[config.mk]
export PLATFORM = sky130hd
export DESIGN_NAME = ex_mem_skid
export DESIGN_NICKNAME = d
export VERILOG_FILES = /design/src/rtl/ex_mem_skid.sv
export SDC_FILE = /design/constraint.sdc
export NUM_CORES = 1
export LEC_CHECK = 0
export CAP_MARGIN = 5
export CORE_MARGIN = 5
export CORE_UTILIZATION = 46
export CTS_CLUSTER_DIAMETER = 50
export CTS_CLUSTER_SIZE = 10
export DETAILED_ROUTE_END_ITERATION = 16
export PLACE_DENSITY = 0.86
export REMOVE_ABC_BUFFERS = 1
export SYNTH_ARGS = -nofsm -noshare
export SYNTH_HDL_FRONTEND = slang
export SYNTH_SLANG_ARGS = --single-unit
[constraint.sdc]
create_clock -name clk -period 3.2 [get_ports clk]
set_input_delay 0.32 -clock clk [delete_from_list [all_inputs] [get_ports clk]]
set_output_delay 0.32 -clock clk [all_outputs]
set_load 0.02 [all_outputs]
[src/rtl/ex_mem_skid.sv]
// EX/MEM pipeline register with a valid/ready handshake on both sides.
// With EX_MEM_SKID_EN defined, a second (skid) entry lets ex_ready_o be a
// registered signal; without it, the block holds a single entry and
// ex_ready_o is derived combinationally from mem_ready_i.
// Payload outputs show the head entry and are forced to zero when no entry
// is presented, so MEM sees a clean bubble.
module ex_mem_skid #(
    parameter int DATA_WIDTH = 32,
    parameter int RD_WIDTH   = 5,
    parameter int CTRL_WIDTH = 4
) (
    input  logic                  clk,
    input  logic                  rst,
    input  logic                  ex_valid_i,
    output logic                  ex_ready_o,
    input  logic [DATA_WIDTH-1:0] alu_result_i,
    input  logic [DATA_WIDTH-1:0] rd2_data_i,
    input  logic [RD_WIDTH-1:0]   rd_i,
    input  logic [CTRL_WIDTH-1:0] control_flow_i,
    input  logic                  flush_i,
    output logic                  mem_valid_o,
    input  logic                  mem_ready_i,
    output logic [DATA_WIDTH-1:0] alu_result_o,
    output logic [DATA_WIDTH-1:0] rd2_data_o,
    output logic [RD_WIDTH-1:0]   rd_o,
    output logic [CTRL_WIDTH-1:0] control_flow_o,
    output logic [1:0]            occupancy_o
);

    localparam int PW = 2 * DATA_WIDTH + RD_WIDTH + CTRL_WIDTH;

    // Encodings double as the occupancy count.
    typedef enum logic [1:0] {
        ST_EMPTY = 2'd0,
        ST_ONE   = 2'd1,
        ST_TWO   = 2'd2
    } state_t;

    state_t        state_q, state_d;
    logic [PW-1:0] main_q, main_d;
    logic [PW-1:0] in_payload;
    logic          accept;
    logic          deliver;

    assign in_payload = {alu_result_i, rd2_data_i, rd_i, control_flow_i};

    // A flush suppresses both handshakes so no entry is consumed or taken.
    assign accept  = ex_valid_i && ex_ready_o && !flush_i;
    assign deliver = mem_valid_o && mem_ready_i && !flush_i;

`ifdef EX_MEM_SKID_EN
    logic [PW-1:0] skid_q, skid_d;
    logic          ready_q;

    // Next state and entry movement for the two-entry buffer.
    always_comb begin
        state_d = state_q;
        main_d  = main_q;
        skid_d  = skid_q;
        if (flush_i) begin
            state_d = ST_EMPTY;
        end else begin
            case (state_q)
                ST_EMPTY: begin
                    if (accept) begin
                        main_d  = in_payload;
                        state_d = ST_ONE;
                    end
                end
                ST_ONE: begin
                    if (accept && deliver) begin
                        main_d = in_payload;
                    end else if (accept) begin
                        skid_d  = in_payload;
                        state_d = ST_TWO;
                    end else if (deliver) begin
                        state_d = ST_EMPTY;
                    end
                end
                ST_TWO: begin
                    // Ready is low here, so only the head can leave.
                    if (deliver) begin
                        main_d  = skid_q;
                        state_d = ST_ONE;
                    end
                end
                default: state_d = ST_EMPTY;
            endcase
        end
    end

    // Ready is registered from the next state: low only while both slots are full.
    always_ff @(posedge clk or posedge rst) begin
        if (rst) begin
            skid_q  <= '0;
            ready_q <= 1'b1;
        end else begin
            skid_q  <= skid_d;
            ready_q <= (state_d != ST_TWO);
        end
    end

    assign ex_ready_o = ready_q;
`else
    // Next state and entry movement for the single-entry register.
    always_comb begin
        state_d = state_q;
        main_d  = main_q;
        if (flush_i) begin
            state_d = ST_EMPTY;
        end else begin
            case (state_q)
                ST_EMPTY: begin
                    if (accept) begin
                        main_d  = in_payload;
                        state_d = ST_ONE;
                    end
                end
                ST_ONE: begin
                    // Accept implies deliver here, since ready follows mem_ready_i.
                    if (accept) begin
                        main_d = in_payload;
                    end else if (deliver) begin
                        state_d = ST_EMPTY;
                    end
                end
                default: state_d = ST_EMPTY;
            endcase
        end
    end

    assign ex_ready_o = !mem_valid_o || mem_ready_i;
`endif

    // State and head-entry registers.
    always_ff @(posedge clk or posedge rst) begin
        if (rst) begin
            state_q <= ST_EMPTY;
            main_q  <= '0;
        end else begin
            state_q <= state_d;
            main_q  <= main_d;
        end
    end

    assign mem_valid_o = (state_q != ST_EMPTY);
    assign occupancy_o = state_q;

    // Head payload, zeroed into a bubble when nothing is presented.
    always_comb begin
        alu_result_o   = '0;
        rd2_data_o     = '0;
        rd_o           = '0;
        control_flow_o = '0;
        if (mem_valid_o) begin
            {alu_result_o, rd2_data_o, rd_o, control_flow_o} = main_q;
        end
    end

endmodule
# Yosys cells after proc, flatten, opt, wreduce, memory -nomap -nowiden
# Cells that the tools add are included.
dict set report classes {
  n_shift 0
  n_eq_ne 4
  div 0
  n_bitwise 1
  reduce_logical 12
  n_mux 9
  order_cmp 0
  n_mul 0
  add_sub_neg 0
}
# operator n
set op_table {}
lappend op_table {{$mux W32} 2}
lappend op_table {{$ne A3 B3 Y1 const B} 3}
lappend op_table {{$mux W2} 4}
lappend op_table {{$reduce_and A3 Y1} 2}
lappend op_table {{$mux W5} 1}
lappend op_table {{$logic_and A1 B1 Y1} 4}
lappend op_table {{$mux W4} 1}
lappend op_table {{$pmux W2 S2} 1}
lappend op_table {{$eq A2 B1 Y1 const B} 1}
lappend op_table {{$logic_not A1 Y1} 2}
lappend op_table {{$logic_not A2 Y1} 1}
lappend op_table {{$reduce_bool A2 Y1} 1}
lappend op_table {{$reduce_or A2 Y1} 1}
lappend op_table {{$logic_or A1 B1 Y1} 1}
lappend op_table {{$not A1 Y1} 1}
dict set report word_totals {
  latchBits 0
  mem_count 0
  ff_bits 75
  mem_bits_rw 0
  mem_bits_ro 0
  output_inout_bits 77
}

# Logic depth before layout (Yosys ltp)
# Gate-level depths: netlist of run 1.
dict set report logic_depth {
  depth_word 8
  ltp_mapped 5
  ltp_nobuf 3
}

# Worst setup path after synthesis of run 1
# No wires, ideal clock.
dict set report synth_path {
  path_type {flip-flop to flip-flop}
  from {reg state_q[0] (netlist: occupancy_o[0])}
  to {reg main_q[0]}
  arrival_time_ns 1.434
  slack_ns 1.641
  period_less_slack_ns 1.559
  stages_incl_launch_ff 6
  t_required_ns 3.075
  path_cell_list {dfrtp_1 nor2b_4 nor3b_4 buf_12 buf_12 mux2_4}
}
dict set report synth_via {
  elab_chain_cells 6
}
# item line
set synth_lines {}
lappend synth_lines {{start: declaration} 39} ;# state_t state_q, state_d;
lappend synth_lines {{start signal: assignment} 141} ;# state_q <= state_d;
lappend synth_lines {{$reduce_bool A2 Y1} 146} ;# assign mem_valid_o = (state_q != ST_EMPTY);
lappend synth_lines {{$logic_not A1 Y1} 132} ;# assign ex_ready_o = !mem_valid_o || mem_ready_i;
lappend synth_lines {{$logic_or A1 B1 Y1} 132}
lappend synth_lines {{$logic_and A1 B1 Y1 (2 in series)} 48} ;# assign accept = ex_valid_i && ex_ready_o && !flush_i;
lappend synth_lines {{$reduce_and A3 Y1 (no line) *} --}
lappend synth_lines {{end signal: assignment} 142} ;# main_q <= main_d;
lappend synth_lines {{end: declaration} 40} ;# logic [PW-1:0] main_q, main_d;
# Every way passes the cells marked *; elsewhere a longest branch is shown, timed or not.
# A chain may end at the register's enable or synchronous reset.

# Worst setup path in the final report of run 1
dict set report layout_path {
  from {reg state_q[0] (netlist: occupancy_o[0])}
  to {out ex_ready_o}
}
dict set report layout_via {
  elab_chain_cells 3
}
# item line
set layout_lines {}
lappend layout_lines {{$reduce_bool A2 Y1} 146}
lappend layout_lines {{$logic_not A1 Y1} 132}
lappend layout_lines {{$logic_or A1 B1 Y1} 132}
lappend layout_lines {{end: declaration} 15} ;# output logic ex_ready_o,
# Every way passes these cells.

==> results summary, run 1 <==
The worst-case reg-to-reg path depth came out at 4. The number of buffers inserted during clock tree synthesis is 9. The longest individual stage delay on the worst path is 1000 ps. The largest area contributor in the synthesized netlist is sky130_fd_sc_hd__dfrtp_1. The headroom to the max-slew limit is 35.6%. For this run, the post-layout net count is 473. The CTS H-tree depth came out at 3. The post-CTS setup buffer count came out at 0.

After clock tree synthesis, the clock-pin slew on the worst setup and hold paths is 80 ps. The initial DRC count came out at 37. The post-route DRC violation count came out at 0. Walking the worst path, the cells encountered are nor2b_4, inv_1, clkdlybuf4s50_1. The row count came out at 32. Entering global routing, the biggest net connects 77 pins. Setup violations remaining at the end of the flow were counted as 0. The data arrival time of the critical path came out at 2260 ps.

The layout cell share with drive strength beyond 1 is 23.5%. The sum of negative setup slack is 0 ps. The number of global-route vias before repair came out at 2507.

The clock tree from TritonCTS is yes. The I/O pin count came out at 155. The slowest stage of the critical path belongs to the cell sky130_fd_sc_hd__dfrtp_2. The final number of hold-violating endpoints came out at 0. The mapped netlist covers 3650 sq um. The overall via count from detail_route is 2320. For this run, the number of Yosys warnings is 0. The final clock period utilization by the worst path is 80.8%. The maximum ir drop on the vdd rail is 240 uV. The final critical-path required period came out at 2580 ps. The relative contribution of the clock network to total power is 31.7%. At the later pin of the worst-skew pair, clock insertion delay measures 340 ps. The floorplan step defined a die boundary enclosing 9820 sq um.

After detailed routing, the number of vias per cell comes to 4.62. The overall die height is 99.1 microns. The post-synthesis average cell area came out at 14.9 sq um.

The number of antenna violations at the first check in global routing came out at 0. After synthesis, the cell types taking the most area are sky130_fd_sc_hd__dfrtp_1 (51%), sky130_fd_sc_hd__mux2_4 (29%), sky130_fd_sc_hd__and2_1 (13%), sky130_fd_sc_hd__buf_12 (4.4%), sky130_fd_sc_hd__mux2_1 (0.93%). The HPWL after detailed placement is 6000 microns. The switching power came out at 0.000674 W. Once routing completed, OpenROAD measured the worst setup slack at 616 ps. The worst hold path belongs to the class in -> async. Measured along the x axis, the die boundary spans 99.1 microns. The worst setup path is of the reg -> out kind. For this design the ratio of total power to cell area is 516 nW/um^2.

The total leakage power is 2.35 nW. The post-cts sizing count came out at 0. The portion of the post-synthesis area used by sequential elements came out at 50.7%. The post-route clock skew is 8.62 ps. The worst setup path is launched from a flop. The part of the total power dissipated in sequential elements is 42.6%. The achievable clock frequency came out at 0.387 GHz.

In this run the deepest clock path goes through 2 buffers. The remaining global-route overflow is 0. For this run, the total global-route usage over all layers was measured as 16.3%. The final count of pins violating max slew came out at 0. The cell internal power dissipation came out at 0.00211 W. Once detail routing completed, the nets flagged for antenna violations numbered 0.

The initial core utilization is 47.2%. The run finished with clean final reports. The minimum setup slack after placement is 826 ps.

The layout filler cell count came out at 554. The final total power came out at 0.00279 W. The length of the first detailed-routing pass in iterations is 5. The number of synthesized register bits is 74.

The relative area change from synthesis to final layout came out at 48.0%. The data required time at the worst endpoint is 2880 ps. The final layout contains routed wiring with a total length of 8110 microns. Of all nets on the critical path, the largest fanout is 76. The library cell used as clock root buffer is sky130_fd_sc_hd__clkbuf_8. The netlist uses 12 different library cells. The antenna cell count is 0. In this run the standard cell core region covers 7730 sq um. The weighted congestion at the end of routability-driven global placement came out at 0.735. Dividing the detail-routed wire length by the instance count gives 16.2 microns. The count of mapped cells out of synthesis came out at 245.

The share of Yosys cell area claimed by the top area cell type is 50.7%. The final-layout worst hold slack came out at 436 ps. Hold repair after CTS inserted 0 buffers. The first global-routing pass estimated 12800 microns of wire. STA classifies the critical path endpoint as an output pin. At the pin with the least slew margin, the transition time is 966 ps.

The number of maximum-capacitance constraint violations came out at 0. The proportion of total power due to net switching came out at 24.2%. The number of clock sinks came out at 74. Setup repair after global routing left no endpoint under its margin. The number of port buffers is 153.

Combinational cells account for 25.7% of the total power.
-- synth_stat cells (all sizes together) --
cell type  number
dfrtp          74
inv             2
conb            1
clkbuf          8
nor3b           1
and2           73
buf            10
nor2            2
nor2b           1
mux2           73
-- layout make-up --
class                           instances  area [sq um]  share of cell area, %
Sequential cell                        74          1850                   34.3
Multi-Input combinational cell        151          1590                   29.4
Timing Repair Buffer                  157          1570                   29.1
Clock buffer                           11           151                   2.80
Tap cell                              102           128                   2.36
Clock inverter                          5           100                   1.85
Inverter                                2          8.76                  0.162
-- power groups by stage --
stage | sequential, W | combinational (W) | clock [W]
2_1_floorplan | 0.00117 | 0.000442 | 0
3_3_place_gp | 0.00120 | 0.000707 | 0
3_5_place_dp | 0.00120 | 0.000724 | 0
4_1_cts | 0.00119 | 0.000726 | 0.000905
5_1_grt | 0.00121 | 0.000757 | 0.000940
6_report | 0.00119 | 0.000715 | 0.000884
-- layout by cell type (no fill, tap or decap), types with 2 or more instances in the layout --
cell,n
sky130_fd_sc_hd__dfrtp_1,73
sky130_fd_sc_hd__buf_4,3
sky130_fd_sc_hd__mux2_4,70
sky130_fd_sc_hd__mux2_1,3
sky130_fd_sc_hd__clkdlybuf4s50_1,153
sky130_fd_sc_hd__and2_1,73
sky130_fd_sc_hd__bufinv_16,3
sky130_fd_sc_hd__clkinv_2,3
sky130_fd_sc_hd__clkbuf_8,11
sky130_fd_sc_hd__nor2_1,2
-- sequential cells by signal (all words and copies together) (netlist names) --
register     flops
main_q          73
occupancy_o      1
-- routing by layer --
| layer | wire length, microns | track usage [%] | up-vias | part of all wire, % |
|---|---|---|---|---|
| met4 | 98 | 5.36 | 0 | 1.2 |
| met2 | 3980 | 26.9 | 94 | 49 |
| met3 | 630 | 4.74 | 11 | 7.8 |
| li1 | - | - | 1095 | - |
| met1 | 3400 | 20.7 | 1120 | 42 |
| met5 | 0 | 0 | - | 0 |
-- worst max-delay path, delay by kind of cell, from the launching register on --
kind | cells | cell delay, ps
flip-flops | 1 | 1000
AND/OR/NAND/NOR | 1 | 340
buffers and inverters | 2 | 580
-- cell families after synthesis --
kind of cell,count (synthesis),share of synthesized area (%)
buf+inv,20,5.83
flops,74,50.7
mux,73,29.7
other cells,1,0.103
simple gates,77,13.6
-- metrics by stage --
stage	std cells	instance area (sq um)	util, %
2_1_floorplan	227	3440	-
3_3_place_gp	486	5150	66.6
3_5_place_dp	486	5150	66.6
4_1_cts	502	5400	69.9
5_1_grt	502	5400	69.9
6_report	502	5400	69.9
-- path summary, 6_finish.rpt --
kind	startpoint	end	slack (ps)
hold reg to reg	main_q[13]	main_q[13]	490
setup / recovery	occupancy_o[0]	ex_ready_o	620
setup reg to reg	occupancy_o[0]	main_q[45]	860
hold / removal	rst	main_q[16]	440
min in group clk	main_q[13]	main_q[13]	490
max in group asynchronous	rst	main_q[12]	2080
No activity file was read; power rests on OpenSTA's default activity.
==> run 2, diff against run 1 <==
--- a/config.mk
+++ b/config.mk
@@ -7,11 +7,11 @@
 export LEC_CHECK = 0
 export CAP_MARGIN = 5
 export CORE_MARGIN = 5
-export CORE_UTILIZATION = 46
+export CORE_UTILIZATION = 43
 export CTS_CLUSTER_DIAMETER = 50
 export CTS_CLUSTER_SIZE = 10
 export DETAILED_ROUTE_END_ITERATION = 16
-export PLACE_DENSITY = 0.86
+export PLACE_DENSITY = 0.81
 export REMOVE_ABC_BUFFERS = 1
 export SYNTH_ARGS = -nofsm -noshare
 export SYNTH_HDL_FRONTEND = slang
==> constraint.sdc (replaced) <==
create_clock -name clk -period 2.6 [get_ports clk]
set_input_delay 0.26 -clock clk [delete_from_list [all_inputs] [get_ports clk]]
set_output_delay 0.26 -clock clk [all_outputs]
set_load 0.02 [all_outputs]
==> results summary, run 2 (same netlist as run 1, synthesis figures left out) <==
The flow ran to the end, and the final reports show no timing, DRC or antenna violations. The data required time at the worst endpoint came out at 2340 ps. The die covers 10400 sq um. In this run the register-to-register setup slack is 630 ps. TritonCTS built the clock tree.

The congestion estimate from routability-driven global placement came to 0.742. The number of clock sinks is 74. Across the run, the number of max-cap violations was 0.

The register with the most flip-flops in the layout has 73 of them. The relative area change from synthesis to final layout is 48.0%. From bottom edge to top edge, the die measures 102 microns.

The data arrival time of the critical path is 2110 ps. The final cell utilization of the core is 65.4%. Clock skew on the completed layout was measured at 5.62 ps. The wire length of the first global-routing pass came out at 12700 microns.

In this run the tightest slew margin relative to its limit is 45.8%. The initial core utilization is 44.2%. The total leakage power is 2.34 nW. The largest buffer count on any clock path is 2.

For this run, design rule violations remaining after detail routing come to 0. The final count of pins violating max slew is 0. The worst setup path is captured at an output pin.

The final critical-path required period is 2370 ps. In this run the clock root is driven by a sky130_fd_sc_hd__clkbuf_8. The chip width came out at 102 microns. The longest individual stage delay on the worst path came out at 620 ps. The post-DP HPWL is 6030 microns.

The detailed-route wire length per cell is 16.2 microns. After floorplanning, the core was sized to cover 8260 sq um. After detailed routing, the number of vias per cell comes to 4.56. The number of port buffers came out at 153. The most common library cell in the layout ignoring fill and taps is sky130_fd_sc_hd__clkdlybuf4s50_1. In this run the critical register-to-register path is launched from occupancy_o[0].

The register containing the most flip-flops in the final layout is main_q. The first routing iteration left 37 violations. The worst hold path belongs to the class in -> async.

The post-route netlist has 23.6% of its cells at a drive strength greater than 1. The repair_antennas step left the layout with diodes totalling 0. The pin count of the biggest net entering global routing came out at 50.

In this run the worst setup path terminates at rd2_data_o[22]. The clock-pin slew on the worst setup and hold paths came out at 70 ps. The endpoint identified for the worst register-to-register timing path is main_q[7]. The number of cells after detailed placement came out at 491. The net count of the finished layout is 475. The final-layout worst hold slack is 412 ps. The minimum setup slack after placement is 468 ps. The library cells used most frequently in the layout, excluding fill and tap cells, are sky130_fd_sc_hd__clkdlybuf4s50_1 (153), sky130_fd_sc_hd__and2_1 (73), sky130_fd_sc_hd__dfrtp_1 (73). Row generation in the floorplan step produced 33 rows. The final total power came out at 0.00332 W. The length of the first detailed-routing pass in iterations came out at 4. The largest individual stage delay along the critical path comes from the cell sky130_fd_sc_hd__clkdlybuf4s50_1.

IR analysis of the VDD net gives a maximum drop of 241 uV. The I/O pin count came out at 155. Across every metal layer, demand over resource in global routing totals 15.7%. The residual antenna-violating net count after detailed routing came out at 0. Setup repair after global routing left no endpoint under its margin. Setup slack on the critical path of the routed design comes to 231 ps. The final number of hold-violating endpoints was 0. The number of global-route vias before repair came out at 2548. Setup violations remaining at the end of the flow were counted as 0. STA classifies the critical path startpoint as a flop. Dividing total power by cell area gives a power density of 614 nW/um^2.

The final instance count without filler cells came out at 507. The overall via count from detail_route came out at 2311. CTS built an H-tree with a depth of 3.

The latest clock arrival within the worst-skew pair came out at 330 ps. Static timing analysis puts the maximum clock frequency at 0.422 GHz. Dividing the final minimum period by the clock period gives 91.1%.

The number of antenna violations at the first check in global routing is 0. The transition at the pin with the smallest max-transition slack is 813 ps. Tracing the worst setup path back leads to its startpoint at occupancy_o[0].

The remaining global-route overflow came out at 0. The worst-case reg-to-reg path depth came out at 4. The biggest fanout along the worst timing path came out at 43. The overall routed net length is 8200 microns. The category of the most critical setup path is reg -> out. The critical path goes through buf_4, and2_1, clkdlybuf4s50_1. The number of buffers inserted during clock tree synthesis came out at 9.
run 2: cell count changes in the layout (fill, tap and decap cells not counted), sizes merged:
cell,delta
bufinv,-1
clkinvlp,+1
buf,+2
run 2: worst min-delay path by stage:
stage	endpoint	cells after the start
floorplan	occupancy_o[0]	1
global placement	main_q[14]	1
detailed placement	main_q[13]	1
CTS	main_q[21]	2
global route	main_q[21]	2
finish	main_q[21]	2
run 2: worst max-delay path: cells and delay by family, from the launching register on:
kind | cells | cell delay, ps
buffers and inverters | 2 | 990
flip-flops | 1 | 590
AND/OR/NAND/NOR | 1 | 190
run 2: through the flow:
| stage | area, sq um | setup TNS [ps] |
|---|---|---|
| floorplan | 3440 | -146980 |
| global placement | 5180 | 0 |
| detailed placement | 5180 | 0 |
| CTS | 5400 | 0 |
| global route | 5400 | 0 |
| finish | 5400 | 0 |
run 2: metal layers:
layer  routed length (microns)  vias up  track usage (%)
li1                          -     1102                -
met1                      3550     1113             20.7
met2                      3930       94             25.5
met3                       688        2             3.82
met4                        27        0             4.84
met5                         0        -                0
run 2: repair_timing:
item / CTS / global route
setup endpoints to repair: 0 / 8
endpoints found under the hold margin: 0 / 0
buffers inserted: 0 / 0
resized for setup: 0 / 1
hold buffers: 0 / 0
run 2: layout make-up:
cell class	instances	area, sq um
Timing Repair Buffer	159	1600
Sequential cell	74	1860
Multi-Input combinational cell	151	1590
Tap cell	105	131
Inverter	2	8.76
Clock inverter	5	77.6
Fill cell	621	2860
Clock buffer	11	141
run 2: where the power goes:
part,total [W],switching (W),internal [W]
Clock,0.000966,0.000402,0.000564
Combinational,0.000893,0.000320,0.000573
Sequential,0.00146,0.000110,0.00135
Total,0.00332,0.000832,0.00248
==> run 3, diff against run 2 <==
--- a/config.mk
+++ b/config.mk
@@ -11,8 +11,11 @@
 export CTS_CLUSTER_DIAMETER = 50
 export CTS_CLUSTER_SIZE = 10
 export DETAILED_ROUTE_END_ITERATION = 16
+export HOLD_SLACK_MARGIN = 0.1
+export MAX_ROUTING_LAYER = met4
 export PLACE_DENSITY = 0.81
 export REMOVE_ABC_BUFFERS = 1
+export SKIP_LAST_GASP = 1
 export SYNTH_ARGS = -nofsm -noshare
 export SYNTH_HDL_FRONTEND = slang
 export SYNTH_SLANG_ARGS = --single-unit
==> results summary, run 3 (same netlist as run 1, synthesis figures left out) <==
Leaving out filler cells and counting taps, the final layout contains 507. The latest clock arrival within the worst-skew pair is 330 ps. The clock tree from TritonCTS is yes.

The area after detailed placement is 5180 sq um. The overall routed net length came out at 8210 microns. The switching power is 0.000834 W. The detailed-route wire length per cell is 16.2 microns. The post-route DRC violation count is 0.

Summed over all nets, the half-perimeter wirelength after detailed placement is 6030 microns. The number of antenna violations at the first check in global routing came out at 0. The tool flagged a number of max-cap violations equal to 0. The overall via count from detail_route is 2328. The post-route clock skew came out at 5.58 ps. The number of global-route vias before repair came out at 2553. From left edge to right edge, the die measures 102 microns.

The overall die height is 102 microns. The final number of hold-violating endpoints came out at 0. The post-cts sizing count came out at 0. 0 antenna diodes ended up in the layout. The initial core utilization is 44.2%. Cells with a size suffix above 1 make up 23.6% of the layout.

The flow ran to the end, and the final reports show no timing, DRC or antenna violations. The biggest fanout along the worst timing path is 43. CTS saw 74 sinks. Setup repair after global routing left no endpoint under its margin.

Once routing completed, OpenROAD measured the worst setup slack at 232 ps. The data arrival time of the critical path came out at 2110 ps. The tightest hold path in the finished design has a slack of 412 ps. 155 I/O pins were placed. The number of cells after detailed placement came out at 491. STA classifies the critical path endpoint as an output pin. The first detailed-routing pass took 4 iterations. The congestion estimate from routability-driven global placement came to 0.751. Clock-pin slew was measured on the worst setup and hold paths at 70 ps.

By startpoint and endpoint, the worst setup path is classified as reg -> out. The pin count of the biggest net entering global routing is 50. The residual antenna-violating net count after detailed routing came out at 0. The final clock period utilization by the worst path came out at 91.1%. The cts-stage hold buffer count came out at 0.

Clock tree synthesis inserted a total of 9 buffers. The total power divided by cell area came out at 614 nW/um^2. The final critical-path required period is 2370 ps.

The row count is 33. Cell internal power was estimated by the tool at 0.00248 W. Using the TritonRoute via totals, the vias-per-cell ratio works out to 4.59. The number of port buffers came out at 153. The library cell used most frequently in the layout, excluding fill and tap cells, is sky130_fd_sc_hd__clkdlybuf4s50_1. The achievable clock frequency is 0.422 GHz.

The class of the worst hold path is in -> async. The register with the most flip-flops in the final layout is main_q. Global routing consumed, over all layers together, 16.1% of the routing resources. In this run the static leakage power is 2.34 nW. The die covers 10400 sq um.

The data required time at the worst endpoint came out at 2340 ps. For the pin with the worst max-slew slack, the measured transition is 814 ps. The share of total power dissipated in the clock network is 29.2%. The minimum setup slack after placement came out at 468 ps. The category of the worst setup path launch point is a flop. The post-CTS setup buffer count is 0. The library cell used as clock root buffer is sky130_fd_sc_hd__clkbuf_8. The H-tree generated during clock tree synthesis spans 3 levels. The register with the most flip-flops in the layout has 73 of them. The area of the core came out at 8260 sq um. The final layout net count came out at 475.

Setup total negative slack on the finished layout was measured at 0 ps. The part of the total power dissipated in sequential elements is 43.9%. The largest buffer count on any clock path is 2. The final count of pins violating max slew came out at 0. The number of setup violations in the final report is 0.

After routing the design area is 5400 sq um. The library cells used most frequently in the layout, excluding fill and tap cells, are sky130_fd_sc_hd__clkdlybuf4s50_1 (153), sky130_fd_sc_hd__and2_1 (73), sky130_fd_sc_hd__dfrtp_1 (73). The headroom to the max-slew limit came out at 45.7%.

The relative area change from synthesis to final layout came out at 48.0%. The initial DRC count came out at 50. The proportion of total power due to net switching came out at 25.1%.

The combinational group share of total power is 26.9%. The wire length of the first global-routing pass is 12700 microns. The maximum ir drop on the vdd rail came out at 242 uV. After global routing the overflow that remains totals 0.
[run 3: cell counts in the layout (fill, tap and decap cells not counted)]
No cell type changed its count.
[run 3: power by group through the flow]
stage,Sequential (W),Clock (W),Combinational (W)
2_1_floorplan,0.00144,0,0.000544
3_3_place_gp,0.00147,0,0.000884
3_5_place_dp,0.00147,0,0.000900
4_1_cts,0.00146,0.000995,0.000906
5_1_grt,0.00148,0.00105,0.000949
6_report,0.00146,0.000968,0.000893
[run 3: routing by layer]
| metal | global-route usage, % | part of all wire (%) | routed length, microns | vias up |
|---|---|---|---|---|
| met1 | 21.0 | 44 | 3600 | 1126 |
| met3 | 3.07 | 7.4 | 610 | 2 |
| li1 | - | - | - | 1104 |
| met4 | 4.84 | 0.33 | 27 | 0 |
| met5 | - | 0 | 0 | - |
| met2 | 25.6 | 48 | 3970 | 96 |
[run 3: stage by stage]
| step | utilization (%) | power, W |
|---|---|---|
| after floorplan | - | 0.00198 |
| after global placement | 62.7 | 0.00235 |
| after detailed placement | 62.7 | 0.00237 |
| after CTS | 65.4 | 0.00336 |
| after global routing | 65.4 | 0.00348 |
| final | 65.4 | 0.00332 |
[run 3: cell type report]
| type | count | area [sq um] |
|---|---|---|
| fillers | 621 | 2860 |
| flip-flops and latches | 74 | 1860 |
| repair buffers | 159 | 1600 |
| multi-input cells | 151 | 1590 |
| clock buffers | 11 | 141 |
| well taps | 105 | 131 |
| clock inverters | 5 | 77.6 |
| inverters | 2 | 8.76 |
[run 3: worst paths after layout]
kind	start	to	slack, ps	cells past startpoint
setup reg to reg	occupancy_o[0]	main_q[7]	630	4
setup / recovery	occupancy_o[0]	rd2_data_o[22]	230	3
min in group clk	main_q[14]	main_q[14]	490	1
hold / removal	rst	main_q[21]	410	2
hold reg to reg	main_q[14]	main_q[14]	490	1
max in group asynchronous	rst	main_q[52]	1520	3
[run 3: worst max-delay path, stage by stage, from the launching register on]
cell	delay [ps]
sky130_fd_sc_hd__dfrtp_4	590
sky130_fd_sc_hd__buf_4	370
sky130_fd_sc_hd__and2_1	190
sky130_fd_sc_hd__clkdlybuf4s50_1	620
